<file path="config.mk">
export PLATFORM = sky130hd
export DESIGN_NAME = pc_gen
export DESIGN_NICKNAME = d
export VERILOG_FILES = /design/src/rtl/pc_gen.sv
export SDC_FILE = /design/constraint.sdc
export NUM_CORES = 1
export LEC_CHECK = 0
export BUFFER_PORTS_ARGS = -buffer_cell sky130_fd_sc_hd__buf_2
export CAP_MARGIN = 10
export CORE_ASPECT_RATIO = 1.75
export CORE_MARGIN = 4
export CORE_UTILIZATION = 46
export DETAILED_ROUTE_END_ITERATION = 10
export GPL_TIMING_DRIVEN = 0
export HOLD_SLACK_MARGIN = 0.02
export PLACE_DENSITY = 0.78
export SETUP_SLACK_MARGIN = 0.4
export SYNTH_ARGS = -nofsm -noshare
export SYNTH_HDL_FRONTEND = slang
export SYNTH_SLANG_ARGS = --single-unit
export TNS_END_PERCENT = 20
</file>
<file path="constraint.sdc">
create_clock -name i_clk -period 2.9 [get_ports i_clk]
set_input_delay 0.145 -clock i_clk [delete_from_list [all_inputs] [get_ports i_clk]]
set_output_delay 0.145 -clock i_clk [all_outputs]
set_load 0.02 [all_outputs]
</file>
<file path="src/rtl/pc_gen.sv">
// pc_gen: next-PC and fetch sequencer. Holds the architectural PC, issues one fetch per instruction, and counts retired instructions.
// Latency: a fetch issues 1 cycle after reset release. Each instruction takes at least 2 cycles (FETCH accept, then EXEC commit).
// Backpressure: o_fetch_valid/o_fetch_addr are held while i_fetch_ready is low. EXEC waits indefinitely for i_commit_valid.
//
// Ports:
//   i_clk, i_rst (sync, active-low)     clock and reset
//   o_fetch_valid/i_fetch_ready         fetch request handshake; o_fetch_addr equals o_pc
//   i_commit_valid, i_npc_sel           commit strobe and next-PC mode (0 seq,1 jal,2 jalr,3 branch,4 trap,5 mret,6/7 seq)
//   i_imm, i_result, i_mtvec, i_mepc    next-PC operands
//   i_halt_req                          enter HALT after this commit
//   o_pc, o_retired, o_misalign, o_halt architectural state and status
//
// Optional feature: define PC_GEN_MISALIGN_CHECK_EN to redirect misaligned jal/jalr/taken-branch
// targets to the trap vector and pulse o_misalign.
module pc_gen #(
  parameter int              XLEN         = 32,
  parameter logic [XLEN-1:0] RESET_VECTOR = XLEN'(32'h8000_0000),
  parameter int              CNT_W        = 64
) (
  input  logic             i_clk,
  input  logic             i_rst,
  output logic             o_fetch_valid,
  input  logic             i_fetch_ready,
  output logic [XLEN-1:0]  o_fetch_addr,
  input  logic             i_commit_valid,
  input  logic [2:0]       i_npc_sel,
  input  logic [XLEN-1:0]  i_imm,
  input  logic [XLEN-1:0]  i_result,
  input  logic [XLEN-1:0]  i_mtvec,
  input  logic [XLEN-1:0]  i_mepc,
  input  logic             i_halt_req,
  output logic [XLEN-1:0]  o_pc,
  output logic [CNT_W-1:0] o_retired,
  output logic             o_misalign,
  output logic             o_halt
);

  typedef enum logic [1:0] {
    S_BOOT  = 2'd0,
    S_FETCH = 2'd1,
    S_EXEC  = 2'd2,
    S_HALT  = 2'd3
  } state_t;

  state_t           r_state;
  state_t           w_state_nxt;
  logic             w_commit;
  logic [XLEN-1:0]  r_pc;
  logic [CNT_W-1:0] r_retired;
  logic [XLEN-1:0]  w_snpc;
  logic [XLEN-1:0]  w_dnpc;
  logic [XLEN-1:0]  w_trap_vec;
  logic [XLEN-1:0]  w_target;
  logic [XLEN-1:0]  w_npc;

  // Unchecked next-PC selection
  always_comb begin
    w_snpc     = r_pc + XLEN'(4);
    w_dnpc     = r_pc + i_imm;
    w_trap_vec = i_mtvec & ~XLEN'(3);
    w_target   = w_snpc;
    case (i_npc_sel)
      3'd1:    w_target = w_dnpc;
      3'd2:    w_target = i_result & ~XLEN'(1);
      3'd3:    w_target = (|i_result) ? w_dnpc : w_snpc;
      3'd4:    w_target = w_trap_vec;
      3'd5:    w_target = i_mepc;
      default: w_target = w_snpc;
    endcase
  end

`ifdef PC_GEN_MISALIGN_CHECK_EN
  logic w_chk;
  logic w_mis;
  logic r_misalign;

  // Only control-transfer targets computed from imm/result can be misaligned
  always_comb begin
    w_chk = (i_npc_sel == 3'd1) || (i_npc_sel == 3'd2) ||
            ((i_npc_sel == 3'd3) && (|i_result));
    w_mis = w_chk && w_target[1];
    w_npc = w_mis ? w_trap_vec : w_target;
  end

  // Pulse lands on the first cycle of the redirected FETCH
  always_ff @(posedge i_clk) begin
    if (!i_rst) begin
      r_misalign <= 1'b0;
    end else begin
      r_misalign <= w_commit && w_mis;
    end
  end

  assign o_misalign = r_misalign;
`else
  always_comb begin
    w_npc = w_target;
  end

  assign o_misalign = 1'b0;
`endif

  // Next-state logic
  always_comb begin
    w_state_nxt = r_state;
    w_commit    = 1'b0;
    case (r_state)
      S_BOOT:  w_state_nxt = S_FETCH;
      S_FETCH: if (i_fetch_ready) w_state_nxt = S_EXEC;
      S_EXEC: begin
        if (i_commit_valid) begin
          w_commit    = 1'b1;
          w_state_nxt = i_halt_req ? S_HALT : S_FETCH;
        end
      end
      S_HALT:  w_state_nxt = S_HALT;
      default: w_state_nxt = S_BOOT;
    endcase
  end

  always_ff @(posedge i_clk) begin
    if (!i_rst) begin
      r_state   <= S_BOOT;
      r_pc      <= RESET_VECTOR;
      r_retired <= '0;
    end else begin
      r_state <= w_state_nxt;
      if (w_commit) begin
        r_pc      <= w_npc;
        r_retired <= r_retired + CNT_W'(1);
      end
    end
  end

  // All outputs decode registered state only
  assign o_fetch_valid = (r_state == S_FETCH);
  assign o_halt        = (r_state == S_HALT);
  assign o_fetch_addr  = r_pc;
  assign o_pc          = r_pc;
  assign o_retired     = r_retired;

endmodule

</file>
==> results.ini <==
[place]
io_buffers = 261
place_hpwl_um = 22150
gp_congestion = 1.043

[global_route]
overflow = 0
grt_pass1_vias = 8237
grtUsageTotal = 0.2887
grt_pass1_wl_um = 41980
grt_max_degree = 18
antenna_found_initial = 0

[cts]
numCtsBuffers = 9
h-tree-depth = 3
root_buffer = clkbuf_16
cts_buffer_depth = 2
insertion_delay_ns = 0.35
hold_buffers = 0
cts_sinks = 98
clk_pin_slew_worst_paths_ns = 0.08
cts_tree = yes

[route]
drt_iter0_drc = 643
wl_um = 28180
dr.pass1.iters = 6
vias = 8350
drt-wirelength-per-cell_um = 19.91
antenna_left = 0
route.detailed.drc = 0
viasPerCell = 5.901

[pwr]
power_density_nw_per_um2 = 334.4
total_power_mw = 3.326
vdd_ir_drop_max_mv = 0.2873
power.leakage_nw = 4.795

[critical_path]
slowest_delay_ns = 0.36
crit_family = compound AO/OA/AOI/OAI gates
path_class = reg -> reg
path_buf_inv = 2
cp.arrival_ns = 3.11
path_cells = ha_4 > fa_2 > a21o_1 > a21oi_4 > o21bai_4 > buf_4 > buf_4 > a21oi_4 > nor3_4 > o21a_1 > o31a_1 > o311ai_1 > o21ai_0
cp_max_fo = 3
cp-start-kind = flip-flop
r2r_setup_slack_ns = 0.02
slowest_stage = dfxtp_4
worst_ep_required_time_ns = 3.13
crit_path_end_kind = flip-flop

[die]
fp-row-count = 61
die_width_um = 104.2
core_area_um2 = 15880
num_io_pins = 267
die_h_um = 176.3
initial_core_util = 0.4690
die_area_um2 = 18370

[finish]
finalNetCount = 1390
fillers = 1439
drive_gt1_frac = 0.3657
area_growth_pct = 33.57

[logic_synthesis]
synth_top_area_frac = 0.2635
yosysWarnings = 0
synth_flop_cell = dfxtp_1
yosysTopAreaCell = dfxtp_1
yosysSeqAreaShare = 0.2635
netlist_area_um2 = 7446
synth_edf_count = 0
syn_area_per_cell_um2 = 7.998
synth-seq-cells = 98
syn_nets = 1101
synth_cell_types = 66
synth.area.top_cells = dfxtp_1 (26%), xnor2_1 (7.3%), ha_1 (5.5%)
netlist_instances = 931
synthArstFlopShare = 0

[run]
drv_cap = 0

[sta]
period_minus_slack_ns = 2.882
fin_tns_setup_ns = 0
slew_headroom = 0.4291
hold_viol = 0
setup_viol = 0
fmax_mhz = 347.0
tightest_slew_ns = 0.8564
skew_ns = 0.01101
rsz0062_at_grt = yes
drv_slew = 0
layout_worst_path_cycle_share = 0.9938

[hold_path]
hold_path.class = in -> reg

[run_status]
status = complete, no violations

worst register-to-register path, cell delays in order (launching register included):
cell,delay (ns)
dfxtp_4,0.36
ha_4,0.16
fa_2,0.34
a21o_1,0.19
a21oi_4,0.19
o21bai_4,0.12
buf_4,0.15
buf_4,0.13
a21oi_4,0.19
nor3_4,0.09
o21a_1,0.21
o31a_1,0.26
o311ai_1,0.28
o21ai_0,0.11
cells in the final DEF (no fill, tap or decap), types with 8 or more instances in the layout:
cell | synthesis | layout
nand4_1 | 15 | 15
clkbuf_16 | 0 | 10
buf_2 | 2 | 262
inv_1 | 13 | 13
buf_4 | 33 | 48
a21boi_0 | 12 | 11
xnor2_2 | 0 | 8
and2_1 | 56 | 55
xnor2_1 | 62 | 54
nor2_1 | 44 | 44
nand3_1 | 41 | 35
nor2b_1 | 19 | 18
mux2_2 | 12 | 12
xor2_1 | 31 | 31
and3_1 | 28 | 26
clkbuf_1 | 36 | 31
a21oi_1 | 53 | 43
nand2_1 | 74 | 70
o21a_1 | 11 | 10
o21ai_0 | 74 | 66
dfxtp_2 | 0 | 18
dfxtp_1 | 98 | 74
a221oi_1 | 15 | 13
and4_1 | 10 | 10
or3_1 | 13 | 12
ha_1 | 33 | 27
mux2i_1 | 19 | 19
a21o_1 | 21 | 21
metrics by stage:
stage                     setup slack [ns]  cell area (um2)  instances  hold WS (ns)  utilization
after floorplan                     0.2614             7478        931        0.3205            -
after global placement             -0.3177             9021       1381        0.4472       0.5683
after detailed placement           -0.2869             9021       1381        0.4632       0.5683
after CTS                         -0.02334             9684       1406       0.09550       0.6100
after global routing              -0.07279             9943       1414        0.1032       0.6263
final                              0.01784             9946       1415       0.08600       0.6265
registers in the layout, summed over array words and instances (netlist names):
signal / cells
r_state: 2
o_fetch_addr: 32
o_retired: 64
path summary, 6_finish.rpt:
kind	start	endpoint	cells after the start
setup / recovery	o_fetch_addr[0]	o_fetch_addr[24]	13
hold / removal	i_fetch_ready	r_state[1]	3
setup reg to reg	o_fetch_addr[0]	o_fetch_addr[24]	13
hold reg to reg	o_retired[1]	o_retired[1]	2
cell usage after synthesis (3+ instances only):
library cell / instances
nor3_1: 10
xor2_1: 31
nand2_1: 74
or3_1: 13
a31oi_1: 7
mux2_2: 12
a22oi_1: 5
o31ai_1: 3
o21a_1: 11
o211ai_1: 3
nor4_1: 7
and3_1: 28
clkbuf_1: 36
nor2_1: 44
dfxtp_1: 98
nand4_1: 15
a21o_1: 21
and2_1: 56
a21oi_1: 53
inv_1: 13
nand3_1: 41
o211a_1: 6
o311ai_0: 3
mux2i_1: 19
o21bai_1: 3
nor3b_1: 4
nor2b_1: 19
buf_4: 33
nor3_2: 3
o21ai_0: 74
a211oi_1: 7
and4_1: 10
a221oi_1: 15
nand2b_1: 5
o221a_2: 6
xnor2_1: 62
a21boi_0: 12
ha_1: 33
nand3b_1: 3
power breakdown:
part           internal, mW  switching [mW]  leakage, nW
sequential             1.36          0.0393        0.804
combinational         0.285           0.398         3.84
clock                 0.670           0.576        0.150
timing repair:
action                     CTS  global route
setup buffers                9             8
hold endpoints to repair     0             0
pin swaps                   47            68
gates resized for setup     80            49
setup endpoints to repair   51            46
cell families after synthesis:
logic type	after synthesis	synth area share
muxes	31	0.04369
buffers and inverters	87	0.06184
DFF	98	0.2635
and+or+nand+nor	338	0.2447
xor gates and xnor gates	93	0.1094
AOI/OAI and AO/OA	249	0.2183
adders and majority gates	34	0.05814
other	1	0.0005036
cell type report:
type,instances,area (um2),area share
repair buffers,278,1441,0.1449
inverters,13,48.80,0.004906
diodes,1,2.502,0.0002516
well taps,189,236.5,0.02378
clock buffers,11,264.0,0.02654
multi-input cells,746,5474,0.5504
flip-flops and latches,98,2007,0.2018
clock inverters,5,41.29,0.004151
plain buffers,74,430.4,0.04328
per-layer routing:
metal,vias to the layer above,track usage,share of wire
met5,-,0,0
met4,0,0.2124,0.078
met3,132,0.04501,0.065
met2,453,0.5505,0.52
met1,3847,0.2760,0.33
li1,3918,-,-
Note: power is estimated with default switching activity, not from simulation.
